**config.mk**
```make
export PLATFORM = sky130hd
export DESIGN_NAME = x_cfg_lut_k_flat
export DESIGN_NICKNAME = d
export VERILOG_FILES = /design/src/rtl/x_cfg_lut_k_if.sv /design/src/rtl/x_cfg_lut_k.sv /design/src/flat_wrapper.sv
export SDC_FILE = /design/constraint.sdc
export NUM_CORES = 1
export LEC_CHECK = 0
export ABC_AREA = 1
export BUFFER_PORTS_ARGS = -buffer_cell sky130_fd_sc_hd__buf_2
export CELL_PAD_IN_SITES_DETAIL_PLACEMENT = 0
export CELL_PAD_IN_SITES_GLOBAL_PLACEMENT = 1
export CORE_MARGIN = 5
export CORE_UTILIZATION = 45
export DETAILED_ROUTE_END_ITERATION = 8
export GPL_TIMING_DRIVEN = 0
export PLACE_DENSITY_LB_ADDON = 0.05
export SLEW_MARGIN = 30
export SYNTH_ARGS = -nofsm -noshare
export SYNTH_HDL_FRONTEND = slang
export SYNTH_SLANG_ARGS = --single-unit
```
**constraint.sdc**
```tcl
create_clock -name CLK -period 2.45 [get_ports CLK]
set_clock_uncertainty 0.2 [all_clocks]
set_input_delay 0.49 -clock CLK [delete_from_list [all_inputs] [get_ports CLK]]
set_output_delay 0.49 -clock CLK [all_outputs]
set_load 0.005 [all_outputs]
```
**src/rtl/x_cfg_lut_k_if.sv**
```systemverilog
// x_cfg_lut_k_if
//   Signal bundle for one reconfigurable K-input LUT cell.
//   master : the user of the LUT (drives address, config shift and output
//            register enable; receives the lookup results).
//   slave  : the LUT cell itself.
//   Signals
//     ADR       K   lookup address, ADR[0] is the LSB
//     CE        1   config shift enable
//     CDI       1   config serial data in (MSB-first)
//     OCE       1   output register enable
//     O         1   combinational TABLE[ADR]
//     OQ        1   registered TABLE[ADR]
//     CDO       1   cascade out, TABLE[D-1]
//     CFG_DONE  1   one-cycle pulse after every D-th shift
interface x_cfg_lut_k_if #(
  parameter int K = 7
);
  logic [K-1:0] ADR;
  logic         CE;
  logic         CDI;
  logic         OCE;
  logic         O;
  logic         OQ;
  logic         CDO;
  logic         CFG_DONE;

  modport master (
    output ADR,
    output CE,
    output CDI,
    output OCE,
    input  O,
    input  OQ,
    input  CDO,
    input  CFG_DONE
  );

  modport slave (
    input  ADR,
    input  CE,
    input  CDI,
    input  OCE,
    output O,
    output OQ,
    output CDO,
    output CFG_DONE
  );
endinterface

```
**src/rtl/x_cfg_lut_k.sv**
```systemverilog
// x_cfg_lut_k
//   K-input LUT with a truth table that can be reloaded at runtime through a
//   serial shift chain. The table resets to INIT, shifts in one bit per CE
//   edge (MSB-first, so the first bit loaded ends up at TABLE[D-1]), and
//   exposes its top bit on CDO so several cells can be chained CDO->CDI.
//   Ports
//     CLK   clock, all state changes on the rising edge
//     RST   synchronous reset, active-low (restores INIT, clears counter,
//           output register and done pulse; wins over CE/OCE)
//     lut   slave side of x_cfg_lut_k_if (ADR/CE/CDI/OCE in,
//           O/OQ/CDO/CFG_DONE out)
//   Parameters
//     K     address width, 1..8; table depth D = 2**K
//     INIT  D-bit reset value of the table, bit i answers ADR == i
module x_cfg_lut_k #(
  parameter int                K    = 7,
  parameter logic [(2**K)-1:0] INIT = '0
) (
  input logic          CLK,
  input logic          RST,
  x_cfg_lut_k_if.slave lut
);

  localparam int D = 2 ** K;

  logic [D-1:0] table_reg;
  logic [D-1:0] table_next;
  logic [K-1:0] cnt_reg;
  logic [K-1:0] cnt_next;
  logic         oq_reg;
  logic         oq_next;
  logic         done_reg;
  logic         done_next;
  logic         cnt_last;

  // The D-th shift of a load is the one taken while the counter sits at D-1.
  assign cnt_last = (cnt_reg == K'(D - 1));

  always_comb begin
    table_next = table_reg;
    cnt_next   = cnt_reg;
    oq_next    = oq_reg;
    done_next  = 1'b0;

    if (lut.CE) begin
      table_next = {table_reg[D-2:0], lut.CDI};
      cnt_next   = cnt_last ? '0 : cnt_reg + K'(1);
      done_next  = cnt_last;
    end

    // Reads the current (pre-shift) table, so a same-edge CE+OCE captures
    // the value that was visible on O during that cycle.
    if (lut.OCE) begin
      oq_next = table_reg[lut.ADR];
    end
  end

  always_ff @(posedge CLK) begin
    if (!RST) begin
      table_reg <= INIT;
      cnt_reg   <= '0;
      oq_reg    <= 1'b0;
      done_reg  <= 1'b0;
    end else begin
      table_reg <= table_next;
      cnt_reg   <= cnt_next;
      oq_reg    <= oq_next;
      done_reg  <= done_next;
    end
  end

  // A plain variable index: an unknown address yields X on O in a 4-state
  // simulator, which is the intended gate-level behaviour.
  assign lut.O        = table_reg[lut.ADR];
  assign lut.OQ       = oq_reg;
  assign lut.CDO      = table_reg[D-1];
  assign lut.CFG_DONE = done_reg;

endmodule
```
**src/flat_wrapper.sv**
```systemverilog
// flat-port wrapper written by rule: the top's interface ports become plain ports
module x_cfg_lut_k_flat 
#(
  parameter int                K    = 7,
  parameter logic [(2**K)-1:0] INIT = '0
)
  (CLK, RST, lut_ADR, lut_CE, lut_CDI, lut_OCE, lut_O, lut_OQ, lut_CDO, lut_CFG_DONE);
  x_cfg_lut_k_if #(.K(K)) lut_i ();
  input logic CLK;
  input logic RST;
  input wire logic [$bits(lut_i.ADR)-1:0] lut_ADR;
  input wire logic [$bits(lut_i.CE)-1:0] lut_CE;
  input wire logic [$bits(lut_i.CDI)-1:0] lut_CDI;
  input wire logic [$bits(lut_i.OCE)-1:0] lut_OCE;
  output wire logic [$bits(lut_i.O)-1:0] lut_O;
  output wire logic [$bits(lut_i.OQ)-1:0] lut_OQ;
  output wire logic [$bits(lut_i.CDO)-1:0] lut_CDO;
  output wire logic [$bits(lut_i.CFG_DONE)-1:0] lut_CFG_DONE;
  assign lut_i.ADR = lut_ADR;
  assign lut_i.CE = lut_CE;
  assign lut_i.CDI = lut_CDI;
  assign lut_i.OCE = lut_OCE;
  assign lut_O = lut_i.O;
  assign lut_OQ = lut_i.OQ;
  assign lut_CDO = lut_i.CDO;
  assign lut_CFG_DONE = lut_i.CFG_DONE;
  x_cfg_lut_k #(.K(K), .INIT(INIT)) u_core (.CLK(CLK), .RST(RST), .lut(lut_i));
endmodule
```
==> Implementation_results.wiki, run 1 <==
{| class="wikitable"
! Metric !! Value
|-
| Run status || complete, but fails checks
|-
| Violated checks || setup timing
|-
| Core region area || roughly 13000 um2
|-
| Crit path top cell by count || nand3_2
|-
| Fin nets || roughly 950
|-
| Category of the most critical setup path || in -> out
|-
| Initial Utilization || 0.457
|-
| Crit start category || input pin
|-
| Net Count, Synth || between 900 and 1000
|-
| Number of distinct library cells after synthesis || 21
|-
| Number of antenna violations at the first check in global routing || 0
|-
| Inserted Clock Buffers || 17
|-
| Count of pins over their slew limit || 0
|-
| Cell area after synthesis || 6030 um2
|-
| TNS Setup || -8.88 ps
|-
| Clock sink count || 137
|-
| Iteration-0 DRC Markers || 568
|-
| Arrival @ worst endpoint || 1770 ps
|-
| Largest net degree at the start of global routing || 17
|-
| First-pass GRT wire length || between 30 and 40 mm
|-
| Rows || 42
|-
| Share of the yosys chip area belonging to registers || 0.455
|-
| Largest register FFs || approximately 130
|-
| Vias in the first global route || between 5000 and 6000
|-
| Number of warnings reported in the yosys synthesis log || 0
|-
| Period minus WS final || around 2500 ps
|-
| End point of the worst hold path || u_core.lut.OQ
|-
| Setup repair after global routing missed its margin || yes
|-
| Die area || roughly 16000 um2
|-
| Maximum root-to-sink buffer count || 2
|-
| Post-Synthesis Cells || roughly 900
|-
| Endpoint class of the critical path || output pin
|-
| H-tree depth reported by CTS || 4
|-
| Detailed-placement wirelength estimate || 11.5 mm
|-
| Type of the worst min-delay path || in -> reg
|-
| Total power of the final layout || 6.02 mW
|-
| Endpoint of the worst-slack reg-to-reg timing path || u_core.cnt_reg[5]
|-
| Number of routed nets with antenna violations || 0
|-
| Share of the synthesized area in the top cell type || 0.455
|-
| Biggest area contributors in the synthesized netlist || dfxtp_1 45%, nor2_1 16%, o21ai_0 11%, nand3_1 10%, nand2_1 9.5%
|-
| All-layer global routing usage || 0.240
|-
| Clock tree from TritonCTS || yes
|-
| Worst hold slack after final layout || approximately 44 ps
|-
| Max cap viols || 0
|-
| EDFF count, synth || 0
|-
| Root buffer cell || clkbuf_16
|-
| Via count of the routed design || 6118
|-
| Avg Cell Area, Syn || around 6.8 um2
|-
| Fmax achieved || between 400 and 500 MHz
|-
| Leakage Power || about 3.4 nW
|-
| Die Y || about 130 um
|-
| Share of the clock period used by the worst path after layout || 1.00
|-
| Slowest Stage Delay on Critical Path || ~140 ps
|-
| Flop2flop setup slack || between 700 and 800 ps
|-
| Cell with the largest stage delay on the worst path || buf_16
|-
| Drt drc || 0
|-
| Per-cell via count in the routed design || roughly 5.4
|-
| Critical path fanouts, max || 5
|-
| Worst reg2reg path startpoint || u_core.cnt_reg[0]
|-
| Setup ws final || -8.88 ps
|-
| Critical Path, Cell by Cell || buf_12 -> buf_16 -> buf_12 -> nand2_1 -> nand3_2 -> nand3_2 -> nand3_2 -> nand2_2 -> nand2_2 -> nand3_2 -> nand3_2 -> nand2_2 -> inv_1 -> buf_2
|-
| Ys async rst share || 0
|-
| Critical path required time || approximately 1800 ps
|-
| Primary FF master, synth || dfxtp_1
|-
| Number of I/O port buffers || 11
|-
| Total power per unit cell area || about 760 nW/um2
|-
| Clk slew on worst S/H paths || around 60 ps
|-
| Routed wire length || 19.5 mm
|-
| Drt pass-1 iters || 5
|-
| Count of inserted antenna diode cells || 0
|-
| # hold bufs at CTS || 0
|-
| Register bit total from synthesis || between 100 and 150
|-
| Pre-CTS worst setup slack || -495 ps
|-
| Final hold viol count || 0
|-
| Worst skew pair latency || roughly 430 ps
|-
| Peak supply drop || 617 uV
|-
| Avg WL per Cell || between 15 and 20 um
|-
| Yosys top cell by area || dfxtp_1
|-
| R2R depth || 7
|-
| GRT Residual Overflow || 0
|-
| Final estimated routing congestion in global placement || 0.848
|-
| Fraction of layout cells with a size suffix above 1 || 0.198
|-
| Max-Slew Margin vs Limit || 0.492
|-
| Layout filler cell count || ~1200
|-
| Overall die width || 126 um
|-
| Post-synthesis to final-layout area growth || 30.6%
|-
| Number of endpoints failing setup at the final stage || 1
|-
| Hold Path Cell Cnt || 2
|-
| Slew @ Worst Pin || 762 ps
|-
| Worst hold path startpoint || lut_OCE
|-
| Boundary Pins || 16
|}
-- cells by family (layout without fill, tap and decap cells) --
family,after synthesis,count (layout),share of synthesized area
compound gates,137,137,0.115
xor+xnor,2,2,0.00291
fa+ha+maj,1,1,0.00207
buf+inv,78,136,0.0645
flops,137,137,0.455
simple gates,538,538,0.361
-- final cells by class --
class | count | area (um2) | share of cell area
multi-input cells | 678 | 3310 | 0.420
flip-flops and latches | 137 | 2740 | 0.348
clock inverters | 8 | 140 | 0.0178
inverters | 12 | 65.1 | 0.00826
repair buffers | 26 | 338 | 0.0429
well taps | 176 | 220 | 0.0280
clock buffers | 24 | 492 | 0.0624
plain buffers | 66 | 572 | 0.0726
-- critical path: cells and delay by family --
kind	cells	cell delay, ps
buffers and inverters	5	550
AND/OR/NAND/NOR	9	710
-- cells in the final DEF, fill, tap and decap left out, drive strengths merged, types with 2 or more instances in the layout --
master / instances
clkinvlp: 2
a21oi: 5
clkinv: 6
nor3: 2
buf: 56
nor2: 263
clkbuf: 60
inv: 8
xor2: 2
dfxtp: 137
nand3: 120
o21ai: 130
bufinv: 4
nand2: 152
-- report_power, final --
group / total [mW] / switching (mW) / internal (mW) / leakage [nW]
sequential: 2.48 / 0.110 / 2.37 / 1.13
clock: 2.77 / 0.969 / 1.80 / 0.314
combinational: 0.775 / 0.462 / 0.313 / 1.93
-- timing repair --
item / in CTS / in global routing
gates resized for setup: 77 / 101
setup endpoints to repair: 1 / 1
buffers inserted: 7 / 1
gates cloned: 4 / 4
pin swaps: 27 / 75
-- worst max-delay path by stage --
stage                  to       start  depth (start not counted)  slack [ps]
CTS                 lut_O  lut_ADR[0]                         15         -50
global placement    lut_O  lut_ADR[3]                         10        -510
global route        lut_O  lut_ADR[1]                         13        -100
floorplan           lut_O  lut_ADR[1]                         12         290
detailed placement  lut_O  lut_ADR[3]                         10        -500
finish              lut_O  lut_ADR[0]                         14          -9
-- per-stage QoR --
| stage | instance area, um2 | util | instances |
|---|---|---|---|
| after global routing | 7880 | 0.597 | 1127 |
| final | 7880 | 0.597 | 1127 |
| after global placement | 6300 | 0.478 | 1080 |
| after detailed placement | 6300 | 0.478 | 1080 |
| after CTS | 7390 | 0.560 | 1123 |
| after floorplan | 6030 | - | 893 |
-- Yosys cell counts, types with 2 or more instances --
library cell,instances
nor2_1,263
buf_4,2
a21oi_1,4
nor3_1,2
buf_2,23
buf_6,8
dfxtp_1,137
o21ai_0,130
clkbuf_1,32
xor2_1,2
nand3_1,120
nand2_1,152
inv_1,10
-- routing by layer --
metal  vias to the layer above  share of wire  track usage
li1                       2992              -            -
met1                      2914           0.45        0.321
met2                       180           0.47        0.385
met3                        32          0.062       0.0563
met4                         0          0.019       0.0776
met5                         -              0            0
(Power assumes the default switching activity.)
==> run 2: changes to the inputs <==
--- a/config.mk
+++ b/config.mk
@@ -6,12 +6,12 @@
 export NUM_CORES = 1
 export LEC_CHECK = 0
 export ABC_AREA = 1
-export BUFFER_PORTS_ARGS = -buffer_cell sky130_fd_sc_hd__buf_2
 export CELL_PAD_IN_SITES_DETAIL_PLACEMENT = 0
 export CELL_PAD_IN_SITES_GLOBAL_PLACEMENT = 1
 export CORE_MARGIN = 5
-export CORE_UTILIZATION = 45
+export CORE_UTILIZATION = 46
 export DETAILED_ROUTE_END_ITERATION = 8
+export DONT_BUFFER_PORTS = 1
 export GPL_TIMING_DRIVEN = 0
 export PLACE_DENSITY_LB_ADDON = 0.05
 export SLEW_MARGIN = 30
==> Implementation_results.wiki, run 2 (synthesis gave the netlist of run 1 again) <==
{| class="wikitable"
! Metric !! Value
|-
| Clk slew on worst S/H paths || roughly 50 ps
|-
| Drt pass-1 iters || 5
|-
| H-tree depth reported by CTS || 4
|-
| Endpoint class of the critical path || output pin
|-
| Avg WL per Cell || between 15 and 20 um
|-
| Period minus WS final || 2320 ps
|-
| Layout filler cell count || 1292
|-
| Cell area after placement || around 6200 um2
|-
| Die area || approximately 15000 um2
|-
| Placed instance count || ~1100
|-
| Detailed-placement wirelength estimate || 11.4 mm
|-
| Arrival @ worst endpoint || roughly 1600 ps
|-
| Clock tree from TritonCTS || yes
|-
| Routed wire length || approximately 18 mm
|-
| Total power of the final layout || 5.61 mW
|-
| Slew @ Worst Pin || 787 ps
|-
| Max-Slew Margin vs Limit || 0.475
|-
| Count of pins over their slew limit || 0
|-
| Post-synthesis to final-layout area growth || 16.6%
|-
| Via count of the routed design || 5917
|-
| Maximum root-to-sink buffer count || 2
|-
| Fin area || around 7000 um2
|-
| Setup repair after global routing missed its margin || no
|-
| Fmax achieved || ~430 MHz
|-
| Initial Utilization || 0.474
|-
| Number of routed nets with antenna violations || 0
|-
| Run status || finished, final reports clean
|-
| Crit start category || input pin
|-
| All-layer global routing usage || 0.234
|-
| Worst hold path startpoint || lut_CDI
|-
| Critical path required time || roughly 1800 ps
|-
| Critical path fanouts, max || 10
|-
| Core region area || roughly 13000 um2
|-
| First-pass GRT wire length || between 20 and 30 mm
|-
| Drt drc || 0
|-
| Largest register FFs || 128
|-
| Fraction of layout cells with a size suffix above 1 || 0.0837
|-
| TNS Setup || 0 ps
|-
| Boundary Pins || 16
|-
| Number of endpoints failing setup at the final stage || 0
|-
| Leakage Power || roughly 3.0 nW
|-
| Peak supply drop || 608 uV
|-
| Largest net degree at the start of global routing || 17
|-
| Type of the worst min-delay path || in -> reg
|-
| Vias in the first global route || 5540
|-
| Max cap viols || 0
|-
| GRT Residual Overflow || 0
|-
| Most common cell after layout, fill and taps aside || nor2_1
|-
| Rows || slightly above 40
|-
| Die Y || 124 um
|-
| Inserted Clock Buffers || 17
|-
| Final estimated routing congestion in global placement || between 0.8 and 0.9
|-
| Worst reg2reg path startpoint || u_core.cnt_reg[1]
|-
| Number of I/O port buffers || 0
|-
| Clock sink count || between 100 and 150
|-
| Root buffer cell || clkbuf_16
|-
| Number of antenna violations at the first check in global routing || 0
|-
| Final hold viol count || 0
|-
| Area taken by flip-flops and latches || around 2700 um2
|-
| Per-cell via count in the routed design || 5.36
|-
| Commonest cells after routing, fill and taps aside || 263 x nor2_1, 150 x nand2_1, 137 x dfxtp_1
|-
| Area of the multi-input gates || about 2900 um2
|-
| Worst skew pair latency || approximately 420 ps
|-
| Timing startpoint of the critical path || lut_ADR[0]
|-
| Overall die width || 124 um
|-
| Share of the clock period used by the worst path after layout || 0.948
|-
| Category of the most critical setup path || in -> out
|-
| Filler-free cell count of the finished design || about 1100
|-
| Total power per unit cell area || between 700 and 800 nW/um2
|-
| Fin nets || 932
|-
| Iteration-0 DRC Markers || approximately 530
|-
| Count of inserted antenna diode cells || 0
|}
[run 2: report_power, final]
part / internal (mW) / total (mW) / leakage (nW) / switching (mW)
logic: 0.227 / 0.616 / 1.54 / 0.389
clock network: 1.59 / 2.52 / 0.296 / 0.931
registers: 2.37 / 2.47 / 1.13 / 0.101
[run 2: area by class of cell]
cell class | count | share of cell area
buffer | 66 | 0.0646
clock buffer | 23 | 0.0694
clock inverter | 9 | 0.0135
inverter | 12 | 0.00890
multi-input combinational | 678 | 0.413
sequential | 137 | 0.390
tap | 172 | 0.0306
timing repair buffer | 7 | 0.0103
[run 2: per-stage QoR]
step / worst slack, ps / hold WS [ps] / util
finish: 128 / 15.3 / 0.553
floorplan: 290 / 227 / -
global route: 0.470 / 1.84 / 0.553
CTS: 6.26 / 0.565 / 0.544
global placement: -408 / 240 / 0.491
detailed placement: -447 / 244 / 0.491
[run 2: worst max-delay path, stage by stage]
cell	delay (ps)
buf_6	150
buf_6	200
nand2_1	80
nand3_1	90
nand3_1	80
nand3_1	80
nand2_1	90
nand2_1	60
nand3_1	70
nand3_1	80
nand2_2	80
inv_1	80
[run 2: what timing repair did]
item | in CTS | in global routing
hold endpoints to repair | 1 | 0
pin swaps | 0 | 1
buffers inserted | 4 | 1
gates resized for setup | 19 | 28
hold buffers | 1 | 0
endpoints found under the setup margin | 1 | 1
gates cloned | 0 | 1
[run 2: layer usage]
| metal | up-vias | track usage | wire, um |
|---|---|---|---|
| met2 | 179 | 0.363 | 8100 |
| met4 | 0 | 0.0980 | 494 |
| li1 | 2955 | - | - |
| met3 | 41 | 0.0570 | 1170 |
| met5 | - | 0 | 0 |
| met1 | 2742 | 0.312 | 8020 |
[run 2: path summary, 6_finish.rpt]
kind                         endpoint  slack, ps  cells past startpoint
setup / recovery                lut_O        130                     12
hold / removal    u_core.table_reg[0]         20                      2
setup reg to reg    u_core.cnt_reg[5]        750                      7
hold reg to reg     u_core.cnt_reg[5]        250                      1
==> run 3: changes to the inputs <==
--- a/config.mk
+++ b/config.mk
@@ -6,10 +6,8 @@
 export NUM_CORES = 1
 export LEC_CHECK = 0
 export ABC_AREA = 1
-export CELL_PAD_IN_SITES_DETAIL_PLACEMENT = 0
-export CELL_PAD_IN_SITES_GLOBAL_PLACEMENT = 1
 export CORE_MARGIN = 5
-export CORE_UTILIZATION = 46
+export CORE_UTILIZATION = 63
 export DETAILED_ROUTE_END_ITERATION = 8
 export DONT_BUFFER_PORTS = 1
 export GPL_TIMING_DRIVEN = 0
==> constraint.sdc (replaced) <==
create_clock -name CLK -period 2.3 [get_ports CLK]
set_clock_uncertainty 0.2 [all_clocks]
set_input_delay 0.46 -clock CLK [delete_from_list [all_inputs] [get_ports CLK]]
set_output_delay 0.46 -clock CLK [all_outputs]
set_load 0.005 [all_outputs]
==> Implementation_results.wiki, run 3 (synthesis gave the netlist of run 1 again) <==
{| class="wikitable"
! Metric !! Value
|-
| Critical path fanouts, max || 2
|-
| Fmax achieved || about 420 MHz
|-
| Commonest cells after routing, fill and taps aside || 263 x nor2_1, 138 x nand2_1, 130 x o21ai_0
|-
| Inserted Clock Buffers || 17
|-
| TNS Setup || -101 ps
|-
| Initial Utilization || 0.649
|-
| Share of the clock period used by the worst path after layout || 1.04
|-
| GRT Residual Overflow || 0
|-
| Die area || between 10000 and 15000 um2
|-
| Iteration-0 DRC Markers || 712
|-
| Run status || complete, but fails checks
|-
| Detailed-placement wirelength estimate || ~11 mm
|-
| Number of routed nets with antenna violations || 0
|-
| Clk slew on worst S/H paths || 60 ps
|-
| All-layer global routing usage || 0.310
|-
| Total power per unit cell area || 862 nW/um2
|-
| Boundary Pins || 16
|-
| Flop2flop setup slack || around 670 ps
|-
| Peak supply drop || about 700 uV
|-
| Filler-free cell count of the finished design || between 1000 and 1500
|-
| Fin nets || around 940
|-
| Fraction of layout cells with a size suffix above 1 || 0.233
|-
| Die Y || around 110 um
|-
| Root buffer cell || clkbuf_8
|-
| Number of endpoints failing setup at the final stage || 1
|-
| Number of antenna violations at the first check in global routing || 0
|-
| Count of inserted antenna diode cells || 0
|-
| Clock sink count || between 100 and 150
|-
| Largest register FFs || roughly 130
|-
| Setup ws final || -101 ps
|-
| Placed instance count || around 1000
|-
| Via count of the routed design || between 6000 and 7000
|-
| Max-Slew Margin vs Limit || 0.487
|-
| Vias in the first global route || around 5700
|-
| Drt pass-1 iters || 8
|-
| Final Util || 0.790
|-
| Clock tree from TritonCTS || yes
|-
| Violated checks || setup timing
|-
| Cell area after placement || about 6200 um2
|-
| End point of the worst hold path || u_core.lut.OQ
|-
| Worst skew pair latency || ~540 ps
|-
| Crit start category || flop
|-
| Final hold viol count || 0
|-
| Period minus WS final || 2400 ps
|-
| Endpoint of the worst-slack reg-to-reg timing path || u_core.cnt_reg[5]
|-
| Avg WL per Cell || about 17 um
|-
| Core region area || around 9300 um2
|-
| Largest net degree at the start of global routing || 17
|-
| Post-synthesis to final-layout area growth || 21.6%
|-
| Setup repair after global routing missed its margin || yes
|-
| Maximum root-to-sink buffer count || 2
|-
| Drt drc || 0
|-
| Endpoint class of the critical path || output pin
|-
| R2R depth || 7
|-
| Most common cell after layout, fill and taps aside || nor2_1
|-
| H-tree depth reported by CTS || 4
|-
| Pre-CTS worst setup slack || -382 ps
|-
| Category of the most critical setup path || reg -> out
|-
| Type of the worst min-delay path || in -> reg
|-
| Rows || 35
|-
| Max cap viols || 0
|-
| Slew @ Worst Pin || 769 ps
|-
| Final estimated routing congestion in global placement || 0.882
|-
| Worst reg2reg path startpoint || u_core.cnt_reg[0]
|-
| Routed wire length || 18.3 mm
|-
| Leakage Power || between 3 and 4 nW
|-
| Overall die width || ~110 um
|-
| Hold Path Cell Cnt || 4
|-
| Worst hold slack after final layout || 82.5 ps
|-
| Count of pins over their slew limit || 0
|-
| Total power of the final layout || around 6.3 mW
|-
| Per-cell via count in the routed design || 5.82
|-
| Arrival @ worst endpoint || between 1500 and 2000 ps
|-
| Worst hold path startpoint || lut_ADR[6]
|-
| Number of I/O port buffers || 0
|-
| First-pass GRT wire length || 28.1 mm
|-
| Critical path required time || between 1500 and 2000 ps
|-
| Fin area || approximately 7300 um2
|}
-- run 3: cell types whose count changed in the layout (fill, tap and decap cells not counted), moves of 11 or more --
cell	delta
nand3_1	-25
nand2_2	+12
nand2_1	-12
buf_4	+11
dfxtp_2	+93
dfxtp_1	-94
nand3_2	+25
-- run 3: power by group --
group          switching [mW]  internal [mW]  leakage, nW
Sequential              0.112           2.54         1.16
Combinational           0.454          0.258         1.63
Clock                    1.04           1.92        0.298
Total                    1.61           4.72         3.09
-- run 3: per-layer routing --
| metal | track usage | vias to the layer above | share of wire | wire, um |
|---|---|---|---|---|
| li1 | - | 2968 | - | - |
| met1 | 0.387 | 2882 | 0.40 | 7290 |
| met2 | 0.497 | 318 | 0.48 | 8750 |
| met3 | 0.0882 | 62 | 0.090 | 1640 |
| met4 | 0.139 | 0 | 0.033 | 605 |
| met5 | 0 | - | 0 | 0 |
-- run 3: worst max path at each step --
stage / slack [ps] / cells after the start / endpoint / startpoint
after floorplan: 200 / 12 / lut_O / lut_ADR[1]
after global placement: -400 / 9 / lut_O / lut_ADR[3]
after detailed placement: -380 / 9 / lut_O / lut_ADR[3]
after CTS: 0.3 / 10 / lut_O / u_core.table_reg[103]
after global routing: -150 / 10 / lut_O / u_core.table_reg[103]
final: -100 / 10 / lut_O / u_core.table_reg[102]
-- run 3: what timing repair did --
item                                   in CTS  in global routing
resized for setup                          63                103
pin swaps                                   9                 30
hold buffers                                3                  0
setup endpoints to repair                   1                  1
setup buffers                               8                  6
endpoints found under the hold margin       4                  0
-- run 3: critical path, cell delays in order, from the launching register on --
cell and delay, ps:
dfxtp_2 330, nand2_1 70, nand3_1 110, nand3_2 110, nand3_2 90, nand2_1 100, nand2_1 100, nand3_2 90
nand3_2 70, nand2_2 100, inv_2 50
-- run 3: layout make-up --
cell class | count | area, um2
Buffer | 66 | 418
Inverter | 12 | 57.6
Multi-Input combinational cell | 678 | 3060
Clock inverter | 12 | 198
Fill cell | 699 | 1950
Timing Repair Buffer | 17 | 135
Tap cell | 129 | 161
Clock buffer | 19 | 442
Sequential cell | 137 | 2860
